**config.mk**
```make
export PLATFORM = sky130hd
export DESIGN_NAME = mux_4x1_rr_ctrl
export DESIGN_NICKNAME = d
export VERILOG_FILES = /design/src/rtl/mux_4x1_rr_ctrl_pkg.sv /design/src/rtl/mux_4x1_rr_ctrl_pick.sv /design/src/rtl/mux_4x1_rr_ctrl.sv
export SDC_FILE = /design/constraint.sdc
export NUM_CORES = 1
export LEC_CHECK = 0
export BUFFER_PORTS_ARGS = -buffer_cell sky130_fd_sc_hd__buf_2
export CAP_MARGIN = 20
export CORE_ASPECT_RATIO = 0.75
export CORE_MARGIN = 4
export CORE_UTILIZATION = 30
export DETAILED_ROUTE_END_ITERATION = 10
export PLACE_DENSITY_LB_ADDON = 0.12
export SYNTH_ARGS = -nofsm -noshare
export SYNTH_HDL_FRONTEND = slang
export SYNTH_SLANG_ARGS = --single-unit
```
**constraint.sdc**
```tcl
create_clock -name clk -period 3.2 [get_ports clk]
set_input_delay 0.16 -clock clk [delete_from_list [all_inputs] [get_ports clk]]
set_output_delay 0.16 -clock clk [all_outputs]
set_load 0.005 [all_outputs]
```
**src/rtl/mux_4x1_rr_ctrl_pkg.sv**
```systemverilog
// Shared constants and types for the round-robin mux select controller.
// Channel count, state encoding and the pointer wrap helper.
package mux_pkg;

    localparam int NUM_CH = 4;
    localparam int CH_W   = 2;

    typedef enum logic [1:0] {
        IDLE   = 2'd0,
        SETTLE = 2'd1,
        HOLD   = 2'd2
    } state_t;

    // Channel after ch, wrapping 3 -> 0 through the natural CH_W overflow.
    function automatic logic [CH_W-1:0] ch_next(input logic [CH_W-1:0] ch);
        return ch + 1'b1;
    endfunction

endpackage

```
**src/rtl/mux_4x1_rr_ctrl_pick.sv**
```systemverilog
// Combinational round-robin picker: first set request at ptr, ptr+1, ptr+2, ptr+3.
// gnt_any is low when no request is set.
module rr_pick_4
    import mux_pkg::*;
(
    input  logic [NUM_CH-1:0] req,
    input  logic [CH_W-1:0]   ptr,
    output logic [CH_W-1:0]   gnt_idx,
    output logic              gnt_any
);

    logic [CH_W-1:0] idx;

    // Walk from the farthest offset down so the nearest-to-ptr hit wins.
    always_comb begin
        gnt_idx = '0;
        gnt_any = 1'b0;
        idx     = '0;
        for (int i = NUM_CH - 1; i >= 0; i--) begin
            idx = ptr + CH_W'(i);
            if (req[idx]) begin
                gnt_idx = idx;
                gnt_any = 1'b1;
            end
        end
    end

endmodule

```
**src/rtl/mux_4x1_rr_ctrl.sv**
```systemverilog
// Round-robin select controller upstream of mux_4x1: grants a requester, holds the
// select for SETTLE_CYCLES, samples mux_out onto a valid/ready port and acks the requester.
module mux_4x1_rr_ctrl
    import mux_pkg::*;
#(
    parameter int SETTLE_CYCLES = 1,
    parameter int CNT_W         = 4
) (
    input  logic              clk,
    input  logic              rst_n,
    input  logic [NUM_CH-1:0] req,
    input  logic              mux_out,
    output logic              s1,
    output logic              s0,
    output logic              out_valid,
    input  logic              out_ready,
    output logic              out_data,
    output logic [CH_W-1:0]   out_ch,
    output logic [NUM_CH-1:0] ack
);

    state_t          state;
    logic [CH_W-1:0] ptr;
    logic [CNT_W-1:0] cnt;
    logic [CH_W-1:0] gnt_idx;
    logic            gnt_any;

    rr_pick_4 u_pick (
        .req     (req),
        .ptr     (ptr),
        .gnt_idx (gnt_idx),
        .gnt_any (gnt_any)
    );

    always_ff @(posedge clk or negedge rst_n) begin
        if (!rst_n) begin
            state     <= IDLE;
            ptr       <= '0;
            cnt       <= '0;
            s1        <= 1'b0;
            s0        <= 1'b0;
            out_valid <= 1'b0;
            out_data  <= 1'b0;
            out_ch    <= '0;
            ack       <= '0;
        end else begin
            ack <= '0;
            case (state)
                IDLE: begin
                    // req is only looked at here; the select stays put otherwise.
                    if (gnt_any) begin
                        {s1, s0} <= gnt_idx;
                        cnt      <= CNT_W'(SETTLE_CYCLES);
                        state    <= SETTLE;
                    end
                end
                SETTLE: begin
                    cnt <= cnt - 1'b1;
                    if (cnt == CNT_W'(1)) begin
                        out_data  <= mux_out;
                        out_ch    <= {s1, s0};
                        out_valid <= 1'b1;
                        state     <= HOLD;
                    end
                end
                HOLD: begin
                    if (out_ready) begin
                        out_valid   <= 1'b0;
                        ack[out_ch] <= 1'b1;
                        ptr         <= ch_next(out_ch);
                        state       <= IDLE;
                    end
                end
                default: state <= IDLE;
            endcase
        end
    end

endmodule

```
Word level (Yosys, flattened, before mapping) --
Index checks and enable logic that the tools add are counted.
Word-level totals: register bits 18, bits in latches 0, RAM bits 0, memory bits (read-only) 0, bits of input ports 8, output and inout bits 10, word-level logic and storage cells 65, memories kept 0
Operators by class: add/subtract/negate cells 5, multipliers 0, div/mod/pow operators 0, $lt $le $gt $ge 6, equality and inequality tests 6, shift operators 0, mux-type cells 29, bitwise operators 0, reduce and logical (&&, ||, !) cells 10
Operator list (count):
- < comparator 2 x 3 -> 1 bit (second input constant) | 5
- two-way mux 2 bit | 7
- two-way mux 4 bit | 3
- two-way mux 1 bit | 11
- binary-select mux 1 bit (select 2 bit) | 4
- case mux 4 bit (2 select lines) | 1
- AND reduction 2 bit | 4
- inequality test 2 bit (second input constant) | 3
- case mux 2 bit (3 select lines) | 1
- AND reduction 3 bit | 2
- adder 2 x 1 -> 2 bit (second input constant) | 2
- adder 2 bit (second input constant) | 2
- == test 4 x 1 -> 1 bit (second input constant) | 1
- nonzero test 2 bit | 2
- subtractor 4 x 1 -> 4 bit (second input constant) | 1
- demux 1 bit (select 2 bit) | 1
- == test 2 x 1 -> 1 bit (second input constant) | 1
- == test 2 bit (second input constant) | 1
- greater-or-equal comparator 2 x 1 -> 1 bit (second input constant) | 1
- zero test 2 bit | 1
- case mux 1 bit (2 select lines) | 1
- logical AND 1 bit | 1

Logic depth before layout (Yosys ltp) --
word-level depth 9, depth in mapped cells 5, mapped depth without buffers 5

Cells and area by module --
Synthesis repeated with hierarchy kept, for this count alone.
Unflattened totals: cell total of the unflattened synthesis 77, area total of the unflattened synthesis 885.8 sq um
By module, submodules not included:
- mux_4x1_rr_ctrl | times used 1, cells an instance 64, area an instance 808.3 sq um, sequential area each 450.4 sq um
- rr_pick_4 | times used 1, cells an instance 13, area an instance 77.6 sq um, sequential area each 0.0 sq um

Worst setup path before layout --
OpenSTA, ideal clock, no wires.
kind flip-flop to flip-flop, start point reg cnt[0], end point reg out_ch[0], library setup time 0.125 ns, data arrival time 1.219 ns, required time 3.075 ns, slack 1.856 ns, stages on the path, launching flop included 5, path buffers 0, period minus slack after synthesis 1.344 ns, path through dfrtp_1 ha_1 nor3b_2 nand3b_1 mux2_2
Between the ends: cells in the longest elaborated chain, start to end 2
RTL lines:
- start: declaration | RTL line mux_4x1_rr_ctrl.sv:24 | logic [CNT_W-1:0] cnt;
- start signal: assignment | RTL line mux_4x1_rr_ctrl.sv:53 | cnt <= CNT_W'(SETTLE_CYCLES);
- start signal: assignment | RTL line mux_4x1_rr_ctrl.sv:58 | cnt <= cnt - 1'b1;
- == test 4 x 1 -> 1 bit | RTL line mux_4x1_rr_ctrl.sv:59 | if (cnt == CNT_W'(1)) begin
- AND reduction 2 bit (no source line)
- end signal: assignment | RTL line mux_4x1_rr_ctrl.sv:61 | out_ch <= {s1, s0};
- end: declaration | RTL line mux_4x1_rr_ctrl.sv:18 | output logic [CH_W-1:0] out_ch,
No other way between the ends. A chain may end at the register's enable or synchronous reset.

Final worst setup path --
Ends and elaborated chain as after synthesis.

==> run_results.csv <==
group,metric,value,unit
final_layout,fin_cells,134,
power,ir_worst_vdd,0.3236,mV
sta,setup_ws,1742,ps
synthesis,yosysSeqAreaShare,50.49,%
global_route,grt.total_usage,9.799,%
synthesis,synthSimpleGateAreaFrac,16.69,%
final_layout,layout-drive-gt1-share,29.59,%
sta,finalCritPeriodShare,45.56,%
die,io-pin-count,18,
clock_network,cts_sinks,18,
synthesis,ys_warn_count,0,
clock_network,clock_path_buffers,2,
sta,finalCriticalPeriod,1458,ps
final_layout,area_growth,19.49,%
sta,hold_violations,0,
synthesis,synth_fa_ha_area_share,8.415,%
final_layout,antenna_cells,0,
global_route,grt_first_pass_wirelength,2994,µm
die,die_y,55.23,µm
placed_design,gp_congestion,0.8159,
die,dieArea,3919,µm²
clock_network,clkTransAtPathRegs,60,ps
clock_network,cts_root_buffer,"clkbuf_8",
global_route,antenna_found_initial,0,
detailed_routing,avgViaCountPerCell,4.784,
power,p_leak,0.5312,nW
min_path,holdPathStages,2,
placed_design,hpwl,1266,µm
synthesis,postSynthAreaPerCell,11.44,µm²
placed_design,port_buffers,17,
synthesis,netlist_area,892.1,µm²
detailed_routing,via_count,641,
detailed_routing,avgRoutedWirePerCell,12.10,µm
die,core_area,2723,µm²
final_layout,fillCellCount,277,
final_layout,final_common_cell,"dfrtp_1",
sta,rsz0062_at_grt,"false",
sta,setup_tns,0,ps
global_route,grt_max_degree,19,
synthesis,synthMuxAreaShare,8.415,%
synthesis,synth-seq-cells,18,
worst_setup_path,worst_ep_required_time,3340,ps
synthesis,netlist_instances,78,
clock_network,cts_tree,"yes",
clock_network,numCtsBuffers,3,
detailed_routing,drtPass1Iterations,4,
run,cap_violations,0,
placed_design,dpl.cell_count,130,
clock_network,clk_latency,250,ps
global_route,gr-total-overflow,0,
sta,fmaxAchievable,685.8,MHz
sta,clock_skew,1.262,ps
worst_setup_path,r2r-start,"cnt[0]",
worst_setup_path,worstSetupEndpointType,"flip-flop",
synthesis,synth.distinct_cells,26,
outcome,outcome,"complete, no violations",
detailed_routing,antenna_left,0,
die,std_cell_rows,16,
worst_setup_path,critPathArrivalTime,1590,ps
synthesis,synth_compound_area_share,12.62,%
sta,setup_violations,0,
synthesis,synth_top_family_by_area,"simple AND/OR/NAND/NOR gates",
placed_design,post-place-ws,1739,ps
clock_network,cts_max_level,1,
worst_setup_path,worstPathMaxFanout,5,
worst_setup_path,reg2reg_slack,1740,ps
detailed_routing,wl,1621,µm
worst_setup_path,crit_type,"reg2reg",
final_layout,final_cell_mix,"dfrtp_1 (18), buf_2 (17), inv_1 (6), nand2_1 (6), ha_1 (6)",
sta,tightest_slew,408.7,ps
min_path,min_to,"state[1]",
detailed_routing,drc,0,
synthesis,synth_xor_area_share,0,%
sta,relSlewSlack,72.52,%
final_layout,finalNetCount,114,
global_route,grt_pass1_vias,633,
die,die_x,70.97,µm
worst_setup_path,cp-start-kind,"flip-flop",
synthesis,synthesis.nets,92,
min_path,min_from,"out_ready",
detailed_routing,drt_iter0_drc,15,
min_path,hold_class,"in2reg",
die,initial_core_util,32.77,%
worst_setup_path,r2r_end,"out_ch[0]",
power,power_density,809.4,nW/µm²
sta,slew_viol_final,0,
worst_setup_path,ff2ff_path_depth,4,
## cells in the mapped netlist (all sizes together)
cell,instances,area share [%]
a21o,1,0.98
a21oi,3,1.7
a311oi,1,0.98
and2,4,2.8
and3,1,0.70
buf,1,0.84
dfrtp,18,50
ha,6,8.4
inv,6,2.5
mux2,4,5.0
mux2i,3,3.4
nand2,6,2.5
nand2b,1,0.70
nand3b,2,1.7
nor2,4,1.7
nor2b,1,0.70
nor3,1,0.56
nor3b,1,1.4
nor4,1,1.4
o21ai,3,1.7
o2bb2ai,3,2.9
o31ai,3,2.5
o41ai,1,1.8
or2b,2,1.8
or3,1,0.70
## routing by layer
| metal | track usage, % | vias up | routed length, µm |
|---|---|---|---|
| li1 | - | 314 | - |
| met5 | 0 | - | 0 |
| met1 | 14.17 | 305 | 823 |
| met2 | 12.29 | 18 | 650 |
| met4 | 4.021 | 0 | 23 |
| met3 | 4.529 | 4 | 123 |
## worst max path at each step
stage | startpoint | to | slack, ps
after global routing | cnt[1] | out_ch[0] | 1620
after CTS | cnt[0] | out_ch[0] | 1730
after floorplan | cnt[0] | out_ch[0] | 1860
final | cnt[0] | out_ch[0] | 1740
after detailed placement | cnt[0] | out_ch[0] | 1740
after global placement | cnt[0] | out_data | 1780
## registers in the layout (all words and copies together), names as in the netlist
| signal | flops |
|---|---|
| cnt | 4 |
| state | 2 |
| out_ch | 2 |
| ptr | 2 |
| out_valid | 1 |
| s1 | 1 |
| ack | 4 |
| out_data | 1 |
| s0 | 1 |
## through the flow
step | utilization, % | power, W | hold slack (ps) | cell area, µm²
2_1_floorplan | - | 0.0006207 | -135.6 | 892.1
6_report | 39.15 | 0.0008628 | 131.2 | 1066
3_5_place_dp | 37.27 | 0.0007198 | 110.9 | 1015
5_1_grt | 39.15 | 0.0009574 | 131.1 | 1066
4_1_cts | 39.15 | 0.0008780 | 121.9 | 1066
3_3_place_gp | 37.27 | 0.0007180 | 107.5 | 1015
## worst max-delay path: stages, from the launching register on
cell      delay (ps)
dfrtp_1          410
ha_1             210
nor3b_2          160
nand3b_1         200
mux2_2           360
## what timing repair did
item,CTS,global route
hold endpoints to repair,18,0
hold buffers,1,0
buffers inserted,0,0
gates resized for setup,0,0
## power breakdown
group / switching [W] / internal (W)
Combinational: 0.000145 / 0.000160
Clock: 0.0000690 / 0.0000835
Sequential: 0.0000949 / 0.000310
## cells by family (layout without fill, tap and decap cells)
| logic type | count (synthesis) | count (layout) |
|---|---|---|
| flip-flops | 18 | 18 |
| AO/OA/AOI/OAI | 15 | 15 |
| multiplexers | 7 | 7 |
| AND/OR/NAND/NOR | 25 | 25 |
| buffers and inverters | 7 | 27 |
| adder cells (fa/ha/maj) | 6 | 6 |
## layout make-up
class / count / area [µm²] / area share, %
tap: 36 / 45.04 / 4.225
clock buffer: 3 / 41.29 / 3.873
inverter: 6 / 22.52 / 2.113
multi-input combinational: 53 / 411.6 / 38.62
timing repair buffer: 18 / 95.09 / 8.920
sequential: 18 / 450.4 / 42.25
Note: power is estimated with default switching activity, not from simulation.
